## config.mk

```make
export PLATFORM = sky130hd
export DESIGN_NAME = mult_div_unit
export DESIGN_NICKNAME = d
export VERILOG_FILES = /design/src/rtl/mult_div_unit.sv
export SDC_FILE = /design/constraint.sdc
export NUM_CORES = 1
export LEC_CHECK = 0
export BUFFER_PORTS_ARGS = -buffer_cell sky130_fd_sc_hd__buf_2
export CELL_PAD_IN_SITES_DETAIL_PLACEMENT = 2
export CELL_PAD_IN_SITES_GLOBAL_PLACEMENT = 2
export CORE_ASPECT_RATIO = 1.2
export CORE_UTILIZATION = 30
export DETAILED_ROUTE_END_ITERATION = 8
export PLACE_DENSITY = 0.71
export SETUP_SLACK_MARGIN = 0.4
export SYNTH_ARGS = -nofsm -noshare
export SYNTH_HDL_FRONTEND = slang
export SYNTH_SLANG_ARGS = --single-unit
```

## constraint.sdc

```tcl
create_clock -name clock -period 11 [get_ports clock]
set_input_delay 0.55 -clock clock [delete_from_list [all_inputs] [get_ports clock]]
set_output_delay 0.55 -clock clock [all_outputs]
set_load 0.02 [all_outputs]
```

## src/rtl/mult_div_unit.sv

```systemverilog
// Iterative multiply/divide unit that owns the HI/LO registers.
// Shift-add multiply and restoring divide run on sign magnitudes; the sign fix-up happens at writeback.
module mult_div_unit #(
  parameter int DATA_WIDTH = 32
) (
  input  logic                  clock,
  input  logic                  reset,
  input  logic                  start,
  input  logic [2:0]            op,
  input  logic [DATA_WIDTH-1:0] a,
  input  logic [DATA_WIDTH-1:0] b,
  output logic                  busy,
  output logic                  done,
  output logic                  divByZero,
  output logic [DATA_WIDTH-1:0] hi,
  output logic [DATA_WIDTH-1:0] lo
);
  localparam int W  = DATA_WIDTH;
  localparam int CW = $clog2(W);

  typedef enum logic [1:0] {IDLE, MUL, DIV, FIX} state_t;

  state_t         state, state_nxt;
  logic [CW-1:0]  cnt;
  logic [2*W-1:0] acc;
  logic [W-1:0]   opnd;
  logic           is_div, neg_res, neg_rem, div_zero;

  logic           sgn;
  logic [W-1:0]   mag_a, mag_b;
  logic [W:0]     mul_sum, div_sh, div_diff;
  logic [W-1:0]   quot, rem;

  assign sgn   = ~op[2] & ~op[0];
  assign mag_a = (sgn && a[W-1]) ? -a : a;
  assign mag_b = (sgn && b[W-1]) ? -b : b;

  // Multiply: acc = {partial product, remaining multiplier bits}.
  // Divide:   acc = {partial remainder, remaining dividend / quotient bits}.
  assign mul_sum  = {1'b0, acc[2*W-1:W]} + (acc[0] ? {1'b0, opnd} : {(W+1){1'b0}});
  assign div_sh   = {acc[2*W-1:W], acc[W-1]};
  assign div_diff = div_sh - {1'b0, opnd};
  assign quot     = acc[W-1:0];
  assign rem      = acc[2*W-1:W];

  always_ff @(posedge clock or posedge reset) begin
    if (reset) state <= IDLE;
    else       state <= state_nxt;
  end

  always_comb begin
    state_nxt = state;
    case (state)
      IDLE:     if (start && !op[2]) state_nxt = op[1] ? DIV : MUL;
      MUL, DIV: if (cnt == '0) state_nxt = FIX;
      FIX:      state_nxt = IDLE;
      default:  state_nxt = IDLE;
    endcase
  end

  always_ff @(posedge clock or posedge reset) begin
    if (reset) begin
      busy      <= 1'b0;
      done      <= 1'b0;
      divByZero <= 1'b0;
      hi        <= '0;
      lo        <= '0;
      cnt       <= '0;
      acc       <= '0;
      opnd      <= '0;
      is_div    <= 1'b0;
      neg_res   <= 1'b0;
      neg_rem   <= 1'b0;
      div_zero  <= 1'b0;
    end else begin
      done      <= 1'b0;
      divByZero <= 1'b0;
      case (state)
        IDLE: if (start) begin
          case (op)
            3'd4: hi <= a;
            3'd5: lo <= a;
            3'd0, 3'd1, 3'd2, 3'd3: begin
              busy     <= 1'b1;
              cnt      <= CW'(W-1);
              is_div   <= op[1];
              neg_res  <= sgn & (a[W-1] ^ b[W-1]);
              neg_rem  <= sgn & a[W-1];
              div_zero <= (b == '0);
              if (op[1]) begin
                acc  <= {{W{1'b0}}, mag_a};
                opnd <= mag_b;
              end else begin
                acc  <= {{W{1'b0}}, mag_b};
                opnd <= mag_a;
              end
            end
            default: ;
          endcase
        end
        MUL: begin
          acc <= {mul_sum, acc[W-1:1]};
          cnt <= cnt - 1'b1;
        end
        DIV: begin
          // Restore on a negative trial difference, otherwise keep it and shift in a 1.
          acc <= div_diff[W] ? {div_sh[W-1:0], acc[W-2:0], 1'b0}
                             : {div_diff[W-1:0], acc[W-2:0], 1'b1};
          cnt <= cnt - 1'b1;
        end
        FIX: begin
          busy <= 1'b0;
          done <= 1'b1;
          if (!is_div) begin
            {hi, lo} <= neg_res ? -acc : acc;
          end else if (div_zero) begin
            divByZero <= 1'b1;
          end else begin
            lo <= neg_res ? -quot : quot;
            hi <= neg_rem ? -rem : rem;
          end
        end
        default: ;
      endcase
    end
  end
endmodule

```

After elaboration in Yosys (flattened, before gate mapping)
Cells that the tools add are included.
{ "op_classes": {"n_reduce_logical": 20, "mux": 36, "n_addsub": 8, "n_eq_ne": 15, "n_bitwise": 6} }
{ "ops": {"columns": ["operator", "n"], "rows": [
  ["two-way mux 32 bit", 15],
  ["two-way mux 64 bit", 4],
  ["case mux 64 bit (3 select lines)", 1],
  ["negator 32 bit", 4],
  ["case mux 32 bit (2 select lines)", 2],
  ["negator 64 bit", 1],
  ["adder 32 x 32 -> 33 bit", 1],
  ["subtractor 33 x 32 -> 33 bit", 1],
  ["zero test 32 bit", 1],
  ["AND reduction 3 bit", 4],
  ["two-way mux 5 bit", 2],
  ["case mux 5 bit (2 select lines)", 1],
  ["inequality test 2 x 1 -> 1 bit (second input constant)", 4],
  ["AND reduction 4 bit", 2],
  ["equality test 3 x 2 -> 1 bit (second input constant)", 2],
  ["equality test 3 bit (second input constant)", 2],
  ["two-way mux 1 bit", 6],
  ["two-way mux 2 bit", 3],
  ["case mux 2 bit (3 select lines)", 1],
  ["zero test 5 bit", 1],
  ["subtractor 5 x 1 -> 5 bit (second input constant)", 1],
  ["equality test 2 bit (second input constant)", 2],
  ["inequality test 2 bit (second input constant)", 2],
  ["nonzero test 2 bit", 2],
  ["other kinds (15)", 20]
]} }
{ "word_totals": {"elab_cells": 98, "in_bits": 70, "reg_bits": 174, "output_inout_bits": 67} }

Depth between registers and ports, before layout
Gate-level depths: netlist of the first run.
{ "depth": {"ltp_word": 8, "depth_mapped": 14, "ltp_nobuf": 12} }

Least setup slack after synthesis of the first run
No wires, ideal clock.
{ "synth_path": {"path_type": "flip-flop to flip-flop", "start": "reg acc[0]", "end": "reg acc[63]", "path_slack_ns": 7.804, "arrival_time_ns": 3.061, "stages_incl_launch_ff": 14, "period_less_slack_ns": 3.196, "required_time_ns": 10.866, "cell_sequence": "dfrtp_1 > inv_1 > buf_1 > nor2_1 > fa_1 > a211oi_1 > o21ai_0 > a211oi_1 > a21oi_1 > nor2_1 > o211ai_1 > a2111oi_0 > a211o_1 > o211ai_1"} }
{ "synth_between": {"elab_chain_len": 3} }
{ "synth_rtl": {"columns": ["item", "line_no", "text"], "rows": [
  ["from (decl)", "25", "logic [2*W-1:0] acc;"],
  ["from (signal assigned)", "91", "acc <= {{W{1'b0}}, mag_a};"],
  ["from (signal assigned)", "94", "acc <= {{W{1'b0}}, mag_b};"],
  ["from (signal assigned)", "102", "acc <= {mul_sum, acc[W-1:1]};"],
  ["two-way mux 32 bit", "40", "assign mul_sum = {1'b0, acc[2*W-1:W]} + (acc[0] ? {1'b0, opnd} : {(W+1){1'b0}});"],
  ["adder 32 x 32 -> 33 bit", "40", null],
  ["case mux 64 bit (3 select lines)", "78", "case (state)"]
]} }
Every way passes these cells.
A chain may end at the register's enable or synchronous reset.

Final worst setup path of the first run
{ "layout_path": {"start": "reg acc[41]", "end": "reg acc[48]"} }
{ "layout_between": {"elab_chain_len": 3} }
{ "layout_rtl": {"columns": ["item", "line_no", "text"], "rows": [
  ["subtractor 33 x 32 -> 33 bit", "42", "assign div_diff = div_sh - {1'b0, opnd};"],
  ["two-way mux 64 bit", "107", "acc <= div_diff[W] ? {div_sh[W-1:0], acc[W-2:0], 1'b0}"],
  ["case mux 64 bit (3 select lines) (*)", "78", null]
]} }
Every way passes the cells marked *; elsewhere a longest branch is shown, timed or not.

==> results.yml, run 1 <==
pwr:
  intPower_w: 0.00233
  p_comb_frac: 0.631
  p_leak_nw: 7.67
  p_sw_w: 0.00286
  clkPwrFrac: 0.127
  ir_drop_mv: 0.210
  power.density_mw_per_mm2: 311
  p_seq_frac: 0.242
  swShare: 0.551
sta:
  drv_slew: 0
  setup_slack_ns: 6.59
  setup_viol: 0
  hold_viol: 0
  rsz0062_at_grt: "no"
  timing.hold.ws_ns: 0.145
  worstMarginPinSlew_ns: 1.21
  period_share: 0.401
  tns_ns: 0
  skew_ns: 0.0104
  slew_headroom: 0.184
  fmax_mhz: 227
  period_needed_ns: 4.41
cells_and_area:
  regArea_mm2: 0.00435
  fin_nets: 2099
  fillCellCount: 5771
  syn2layout_area_growth_pct: 11.9
  layout-drive-gt1-share: 0.113
  multiInputGateArea_mm2: 0.00989
die:
  core-area_mm2: 0.0492
  start_util: 0.304
  fp.dieArea_mm2: 0.0507
  rows: 89
  die_y_um: 246
  io_pins: 137
  die_x_um: 206
route:
  viasPerCell: 5.80
  route.detailed.drc: 0
  dr.pass1.iters: 5
  via_count: 15100
  avgRoutedWirePerCell_um: 26.1
  drt-initial-drc-count: 876
  ant_nets: 0
  wl_um: 67900
place:
  place_ws_ns: 6.60
  io_buffers: 136
  gp_congestion: 0.876
  hpwl_um: 53300
min_path:
  hold_class: "input pin to asynchronous set/reset pin"
worst_setup_path:
  path_max_fanout: 52
  start_kind: "flop"
  reg2reg_slack_ns: 6.59
  crit_buf_inv: 1
  worst_path_most_repeated_cell: "o21ai_0"
  cpPeakStageDelay_ns: 0.58
  slowest_stage: "a2111oi_0"
  critPathTopFamily: "compound AO/OA/AOI/OAI gates"
  crit_required_ns: 11.30
  worstPathArrival_ns: 4.72
  path_class: "flop to flop"
  critPathCaptureType: "flop"
  crit_chain: "ha_1 -> nand2_1 -> a2111oi_0 -> o21ai_0 -> a211oi_1 -> o2111ai_1 -> nand4_2 -> buf_4 -> mux2_2 -> a22oi_1 -> o21ai_0"
run:
  maxCapViolations: 0
clock_tree:
  cts.path.max_buffers: 2
  insertion_delay_ns: 0.47
  cts_setup_buffers: 0
  cts_resized: 0
  clkTransAtPathRegs_ns: 0.08
  postCtsHoldBufs: 0
  numClockSinks: 174
  cts_tree: "yes"
  clock-root-buffer: "clkbuf_16"
  htree_levels: 4
  numCtsBuffers: 17
global_route:
  first_global_vias: 16100
  grt_usage: 0.271
  grt_max_degree: 98
  grt-ovfl-total: 0
  grt_pass1_wl_um: 102000
  grt_antenna_before_repair: 2
synthesis:
  synth_compound_area_frac: 0.290
  async_flop_share: 1.00
  synth_edf_count: 0
  synth_top_area_share: 0.291
  ys_warn_count: 0
  synthesis.nets: 2046
  syn-instance-count: 1900
  synth_ff_type: "dfrtp_1"
  synthMuxAreaShare: 0.0131
  yosysSeqAreaShare: 0.291
  syn_area_mm2: 0.0149
  syn-mean-instance-area_um2: 7.86
  synth_area_leaders: "dfrtp_1, ha_1, a21oi_1"
  ys_ff_latch: 174
  synth_xor_area_frac: 0.100
  synth_top_family_by_area: "compound AO/OA/AOI/OAI gates"
  ys_types: 83
  synth_fa_ha_area_frac: 0.0646
  yosysTopAreaCell: "dfrtp_1"
  synth_simple_gate_area_share: 0.191
run_status:
  status: "finished clean"
-- routing by layer --
layer / share of wire / track usage
met1: 0.42 / 0.326
met2: 0.52 / 0.486
met3: 0.021 / 0.0190
met4: 0.046 / 0.130
met5: 0 / 0
-- state kept, by name, summed over array words and instances, names as in the netlist, 2 cells and up --
register and count:
hi 32, cnt 5, state 2, opnd 32, acc 64, lo 32
-- cell usage in the layout, fill, tap and decap left out, types with 32 or more instances in the layout --
cell and count:
a22oi_1 44, o221ai_1 32, o21ai_0 169, a21oi_1 173, buf_2 136, dfrtp_1 174
ha_1 73, xor2_1 86, inv_1 68, nand2_1 215, xnor2_1 85, a21o_1 54
nor2_1 188
-- metrics by stage --
stage                      util  cells  total power [W]  instance area, um^2
after floorplan               -   1900          0.00334                14900
after global placement    0.327   2571          0.00441                16100
after detailed placement  0.327   2571          0.00453                16100
after CTS                 0.340   2603          0.00521                16700
after global routing      0.340   2604          0.00552                16700
final                     0.340   2604          0.00519                16700
-- power groups by stage --
stage	Sequential, W	Combinational [W]	Clock, W
after global routing	0.00129	0.00354	0.000684
after CTS	0.00126	0.00328	0.000668
after floorplan	0.00122	0.00212	0
after detailed placement	0.00127	0.00325	0
final	0.00126	0.00328	0.000657
after global placement	0.00125	0.00316	0
-- cell type report --
cell class / instances / area share
well taps: 637 / 0.0477
repair buffers: 154 / 0.0488
diodes: 1 / 0.000150
multi-input cells: 1537 / 0.591
clock buffers: 20 / 0.0267
clock inverters: 12 / 0.00898
flip-flops and latches: 174 / 0.260
inverters: 69 / 0.0158
-- cell usage after synthesis (9+ instances only) --
library cell	number
o221ai_1	32
a21oi_1	173
o41ai_1	13
mux2i_1	14
a221o_1	9
or4_1	9
nand2b_1	17
inv_1	69
and2_1	12
or3_1	16
xnor2_1	85
buf_2	9
ha_1	74
nand3_1	29
clkbuf_1	97
dfrtp_1	174
nor4_1	15
nand4_1	10
nor2_1	188
o21a_1	9
nor3_1	20
and3_1	16
nand2_1	216
a31oi_1	12
o31ai_1	22
a21o_1	55
a22oi_1	44
a211oi_1	30
nor2b_1	22
xor2_1	86
o21ai_0	170
o211ai_1	19
-- path summary, 6_finish.rpt --
path                                     startpoint                   end  cells after the start
worst min-delay path                          reset    hi[25]$_DFFE_PP0P_                      2
worst min register to register   lo[31]$_DFFE_PP0P_    lo[31]$_DFFE_PP0P_                      1
worst max register to register  acc[41]$_DFFE_PP0P_   acc[48]$_DFFE_PP0P_                     11
min in group clock                            a[31]   acc[31]$_DFFE_PP0P_                      3
max in group asynchronous                     reset  opnd[11]$_DFFE_PP0P_                      4
worst max-delay path            acc[41]$_DFFE_PP0P_   acc[48]$_DFFE_PP0P_                     11
-- cell families (layout without fill, tap and decap cells) --
family	after synthesis	in the layout
AOI/OAI and AO/OA	668	668
buffers and inverters	189	255
DFF	174	174
muxes	19	19
other	0	1
and+or+nand+nor	603	603
adders and majority gates	76	76
xor gates and xnor gates	171	171
Note: power is estimated with default switching activity, not from simulation.
==> run 2, diff against run 1 <==
Clock period 11 ns to 4.2 ns, I/O delays scaled along.
==> run 2 against run 1 <==
Design area is 2.2% higher. Sequential power rose to 2.5 times the previous value. Clock-buffer cell count unchanged. Worst setup slack got worse by 6.0 ns. First-iteration DRC count is 25% lower. Maximum frequency grew 23%. Global-route usage is 0.14 points lower. Register-to-register slack lost 6.0 ns. Combinational power rose to 2.7 times the previous value. Critical path type unchanged.
==> results.yml, run 2 (synthesis gave the netlist of run 1 again) <==
worst_setup_path:
  cpPeakStageDelay_ns: 0.48
  r2r-start: "acc[0]$_DFFE_PP0P_"
  path_max_fanout: 7
  critPathTopFamily: "compound AO/OA/AOI/OAI gates"
  crit_required_ns: 4.53
  path_class: "flop to flop"
  crit_buf_inv: 0
  slowest_stage: "dfrtp_2"
  start_kind: "flop"
  worstPathArrival_ns: 3.93
  critPathCaptureType: "flop"
  cp-startpoint: "acc[0]$_DFFE_PP0P_"
  crit_chain: "and2_1 -> ha_1 -> fa_1 -> a211oi_1 -> o21ai_0 -> a211oi_1 -> a21oi_1 -> nor2_1 -> o211ai_1 -> a2111oi_1 -> a211o_1 -> o211ai_1"
die:
  fp.dieArea_mm2: 0.0507
  die_x_um: 206
  start_util: 0.304
  rows: 89
  io_pins: 137
  core-area_mm2: 0.0492
  die_y_um: 246
sta:
  slew_headroom: 0.244
  fmax_mhz: 278
  skew_ns: 0.0126
  period_needed_ns: 3.60
  period_share: 0.857
  setup_viol: 0
  tns_ns: 0
  drv_slew: 0
  rsz0062_at_grt: "no"
  hold_viol: 0
  worstMarginPinSlew_ns: 1.13
clock_tree:
  numClockSinks: 174
  htree_levels: 4
  cts_tree: "yes"
  numCtsBuffers: 17
  clkTransAtPathRegs_ns: 0.07
  clock-root-buffer: "clkbuf_16"
  cts.path.max_buffers: 2
  insertion_delay_ns: 0.48
cells_and_area:
  n_antenna_cell: 0
  layout_common_cells: "nand2_1, nor2_1, a21oi_1, dfrtp_1, o21ai_0"
  fin_nets: 2142
  syn2layout_area_growth_pct: 14.3
  largest_reg_flops: 64
  regMostFlops: "acc"
  final_common_cell: "nand2_1"
  fin_area_mm2: 0.0171
  layout-drive-gt1-share: 0.131
place:
  placed_area_mm2: 0.0164
  io_buffers: 136
  gp_congestion: 0.913
  hpwl_um: 54200
route:
  dr.pass1.iters: 5
  drt-initial-drc-count: 653
  wl_um: 68200
  avgRoutedWirePerCell_um: 25.8
  route.detailed.drc: 0
  ant_nets: 0
  via_count: 15300
  viasPerCell: 5.77
global_route:
  grt_antenna_before_repair: 2
  first_global_vias: 16300
  grt-ovfl-total: 0
  grt_usage: 0.270
  grt_max_degree: 109
  grt_pass1_wl_um: 102000
run:
  maxCapViolations: 0
pwr:
  ir_drop_mv: 0.382
  power.density_mw_per_mm2: 809
  p_leak_nw: 7.88
run_status:
  status: "finished clean"
min_path:
  hold_start: "b[30]"
  hold_class: "input pin to flop"
[run 2: cell count changes in the layout (fill, tap and decap cells not counted), sizes merged]
cell	change
bufinv	+2
clkinv	-3
inv	-3
buf	+41
clkinvlp	+4
diode	-1
dlygate4sd3	+1
[run 2: per-stage QoR]
step	power (W)	worst slack (ns)	instances	hold slack, ns	utilization
global route	0.0147	0.415	2645	0.110	0.347
detailed placement	0.0120	0.495	2609	0.460	0.334
global placement	0.0116	0.613	2609	0.446	0.334
finish	0.0138	0.602	2645	0.0905	0.347
CTS	0.0139	0.406	2641	0.0654	0.346
floorplan	0.00875	1.00	1900	0.389	-
[run 2: cell type report]
type                    count  area, um^2
clock buffers              20         437
clock inverters            11         181
fillers                  5726       32100
inverters                  69         267
multi-input cells        1537        9880
flip-flops and latches    174        4360
well taps                 637         797
repair buffers            196        1160
repair inverters            1        5.00
[run 2: worst reg2reg max path, stage by stage, from the launching register on]
cell and delay (ns):
dfrtp_2 0.48, and2_1 0.20, ha_1 0.24, fa_1 0.44
a211oi_1 0.31, o21ai_0 0.20, a211oi_1 0.28, a21oi_1 0.20
nor2_1 0.24, o211ai_1 0.18, a2111oi_1 0.43, a211o_1 0.17
o211ai_1 0.09
[run 2: timing repair]
item / in CTS / in global routing
hold buffers: 1 / 0
buffers inserted: 0 / 3
setup endpoints to repair: 0 / 5
gates resized for setup: 0 / 3
hold endpoints to repair: 51 / 0
[run 2: power by group]
part           total [W]  leakage, nW  switching (W)  internal (W)
combinational    0.00884         5.35        0.00584       0.00300
clock            0.00179        0.294       0.000790       0.00100
sequential       0.00318         2.24       0.000816       0.00237
total             0.0138         7.88        0.00745       0.00637
[run 2: worst paths after layout]
| check | to | slack, ns | cells past startpoint |
|---|---|---|---|
| max in group asynchronous | lo[15]$_DFFE_PP0P_ | 3.00 | 4 |
| min reg2reg | lo[3]$_DFFE_PP0P_ | 0.48 | 1 |
| max | acc[63]$_DFFE_PP0P_ | 0.60 | 12 |
| min in group asynchronous | acc[62]$_DFFE_PP0P_ | 0.43 | 4 |
| min | div_zero$_DFFE_PP0P_ | 0.09 | 3 |
| max reg2reg | acc[63]$_DFFE_PP0P_ | 0.60 | 12 |
[run 2: routing by layer]
metal  global-route usage  routed length (um)  share of wire
met1                0.320               28700           0.42
met4                0.146                3700          0.054
met3               0.0238                1410          0.021
met5                    0                   0              0
met2                0.477               34400           0.50
==> run 3, diff against run 2 <==
Settings changed: ABC_AREA from default to 1, CAP_MARGIN from default to 20, PLACE_DENSITY 0.71 to 0.78.
==> run 3 against run 2 <==
Clock-buffer cell count did not move. Sequential share of layout area fell by 4.2 points. Synthesized area rose by 22%. Flip-flop and latch count did not move. Design area rose by 20%. Non-clock buffer count fell by 30. Worst setup slack improved by 0.32 ns.
==> results.yml, run 3 <==
route:
  ant_nets: 0
  dr.pass1.iters: 6
  route.detailed.drc: 0
  via_count: 22700
  drt-initial-drc-count: 1324
  avgRoutedWirePerCell_um: 25.7
  viasPerCell: 5.59
  wl_um: 105000
synthesis:
  synthesis.nets: 3318
  synth_area_leaders: "dfrtp_1, nand2_1, inv_1"
  synth_ff_type: "dfrtp_1"
  ys_types: 49
  synth_top_area_share: 0.238
  synth_edf_count: 0
  ys_warn_count: 0
  yosysTopAreaCell: "dfrtp_1"
  yosys-top-cells-count: "nand2_1, inv_1, nor2_1"
  yosysSeqAreaShare: 0.238
  yosysMostFrequentCell: "nand2_1"
  async_flop_share: 1.00
  syn_area_mm2: 0.0183
  syn-instance-count: 3172
  syn-mean-instance-area_um2: 5.76
  ys_ff_latch: 174
sta:
  fmax_mhz: 305
  worstMarginPinSlew_ns: 1.04
  slew_headroom: 0.307
  setup_viol: 0
  period_share: 0.780
  drv_slew: 0
  rsz0062_at_grt: "no"
  skew_ns: 0.0255
  hold_viol: 0
  period_needed_ns: 3.27
  tns_ns: 0
die:
  core-area_mm2: 0.0600
  rows: 98
  io_pins: 137
  die_x_um: 227
  fp.dieArea_mm2: 0.0619
  start_util: 0.305
  die_y_um: 272
cells_and_area:
  layout_common_cells: "nand2_1, inv_1, nor2_1"
  largest_reg_flops: 64
  regMostFlops: "acc"
  fin_area_mm2: 0.0204
  final_common_cell: "nand2_1"
  layout-drive-gt1-share: 0.0789
  syn2layout_area_growth_pct: 11.8
  n_antenna_cell: 0
  fin_nets: 3401
worst_setup_path:
  path_max_fanout: 24
  worst_path_most_repeated_cell: "nand2_1"
  path_class: "flop to flop"
  slowest_stage: "fa_1"
  worstPathArrival_ns: 3.68
  crit_required_ns: 4.60
  start_kind: "flop"
  cpPeakStageDelay_ns: 0.55
  crit_chain: "inv_1 -> fa_1 -> inv_1 -> nand2_1 -> nand2_1 -> nand3_1 -> nand2_2 -> nand2_2 -> nand2_2 -> nand2_4 -> nand2_4 -> nand2_4 -> nand2_4 -> nand2_1 -> nand3_1 -> nand2_1 -> nand2_1 -> nand2_1"
  critPathTopFamily: "simple AND/OR/NAND/NOR gates"
  critPathCaptureType: "flop"
  crit_buf_inv: 2
min_path:
  hold_class: "input pin to flop"
clock_tree:
  numCtsBuffers: 17
  insertion_delay_ns: 0.52
  numClockSinks: 174
  cts_tree: "yes"
  cts.path.max_buffers: 2
  clkTransAtPathRegs_ns: 0.08
  postCtsHoldBufs: 2
  cts_setup_buffers: 0
  htree_levels: 4
  cts_resized: 0
  clock-root-buffer: "clkbuf_16"
global_route:
  grt_pass1_wl_um: 154000
  grt_max_degree: 120
  grt-ovfl-total: 0
  grt_usage: 0.339
  first_global_vias: 24500
  grt_antenna_before_repair: 0
place:
  placed_area_mm2: 0.0198
  gp_congestion: 1.03
  hpwl_um: 86100
  io_buffers: 136
run:
  maxCapViolations: 0
run_status:
  status: "finished clean"
pwr:
  ir_drop_mv: 0.511
  p_leak_nw: 10.8
  power.density_mw_per_mm2: 908
[run 3: layout make-up]
cell class                      count  area (um^2)
Sequential cell                   174         4350
Timing Repair Buffer              166          976
Clock inverter                     12          133
Multi-Input combinational cell   2453        11900
Clock buffer                       20          447
Inverter                          443         1670
Fill cell                        7677        39500
Tap cell                          800         1000
[run 3: worst paths after layout]
| check | slack [ns] | cells past startpoint | to | start |
|---|---|---|---|---|
| min in group asynchronous | 0.42 | 4 | lo[4]$_DFFE_PP0P_ | reset |
| hold / removal | 0.09 | 4 | opnd[29]$_DFFE_PP0P_ | b[29] |
| hold reg to reg | 0.49 | 2 | lo[21]$_DFFE_PP0P_ | lo[21]$_DFFE_PP0P_ |
| max in group asynchronous | 3.09 | 4 | acc[49]$_DFFE_PP0P_ | reset |
| setup reg to reg | 0.93 | 18 | acc[52]$_DFFE_PP0P_ | acc[32]$_DFFE_PP0P_ |
| setup / recovery | 0.93 | 18 | acc[52]$_DFFE_PP0P_ | acc[32]$_DFFE_PP0P_ |
[run 3: logic make-up (layout without fill, tap and decap cells)]
group                    after synthesis  count (layout)  synth area share
AO/OA/AOI/OAI                        434             434             0.138
buffers and inverters                545             641             0.114
XOR/XNOR                              53              53            0.0254
adder cells (fa/ha/maj)               76              76            0.0528
flip-flops                           174             174             0.238
AND/OR/NAND/NOR                     1890            1890             0.432
[run 3: power breakdown]
part	switching (W)	leakage [nW]	internal, W	total [W]
sequential	0.00107	2.18	0.00240	0.00347
clock	0.000859	0.283	0.000850	0.00171
combinational	0.00982	8.35	0.00355	0.0134
[run 3: worst register-to-register path: stages (launching register included)]
cell,delay [ns]
dfrtp_1,0.50
inv_1,0.27
fa_1,0.55
inv_1,0.14
nand2_1,0.06
nand2_1,0.12
nand3_1,0.10
nand2_2,0.13
nand2_2,0.08
nand2_2,0.10
nand2_4,0.10
nand2_4,0.10
nand2_4,0.17
nand2_4,0.33
nand2_1,0.14
nand3_1,0.11
nand2_1,0.07
nand2_1,0.06
nand2_1,0.05
[run 3: per-layer routing]
layer | vias to the layer above | global-route usage | routed length [um]
met4 | 0 | 0.262 | 9260
met2 | 616 | 0.583 | 50900
li1 | 10300 | - | -
met3 | 291 | 0.0392 | 3510
met5 | - | 0 | 0
met1 | 11500 | 0.381 | 41000
[run 3: stage by stage]
step / total power [W] / hold WS (ns) / cells / worst slack [ns] / util
6_report: 0.0186 / 0.0865 / 4068 / 0.926 / 0.341
5_1_grt: 0.0197 / 0.0916 / 4068 / 0.764 / 0.341
4_1_cts: 0.0183 / 0.0622 / 4066 / 0.942 / 0.340
3_5_place_dp: 0.0165 / 0.447 / 4032 / 1.01 / 0.330
3_3_place_gp: 0.0159 / 0.448 / 4032 / 1.09 / 0.330
2_1_floorplan: 0.0113 / 0.310 / 3172 / 1.77 / -
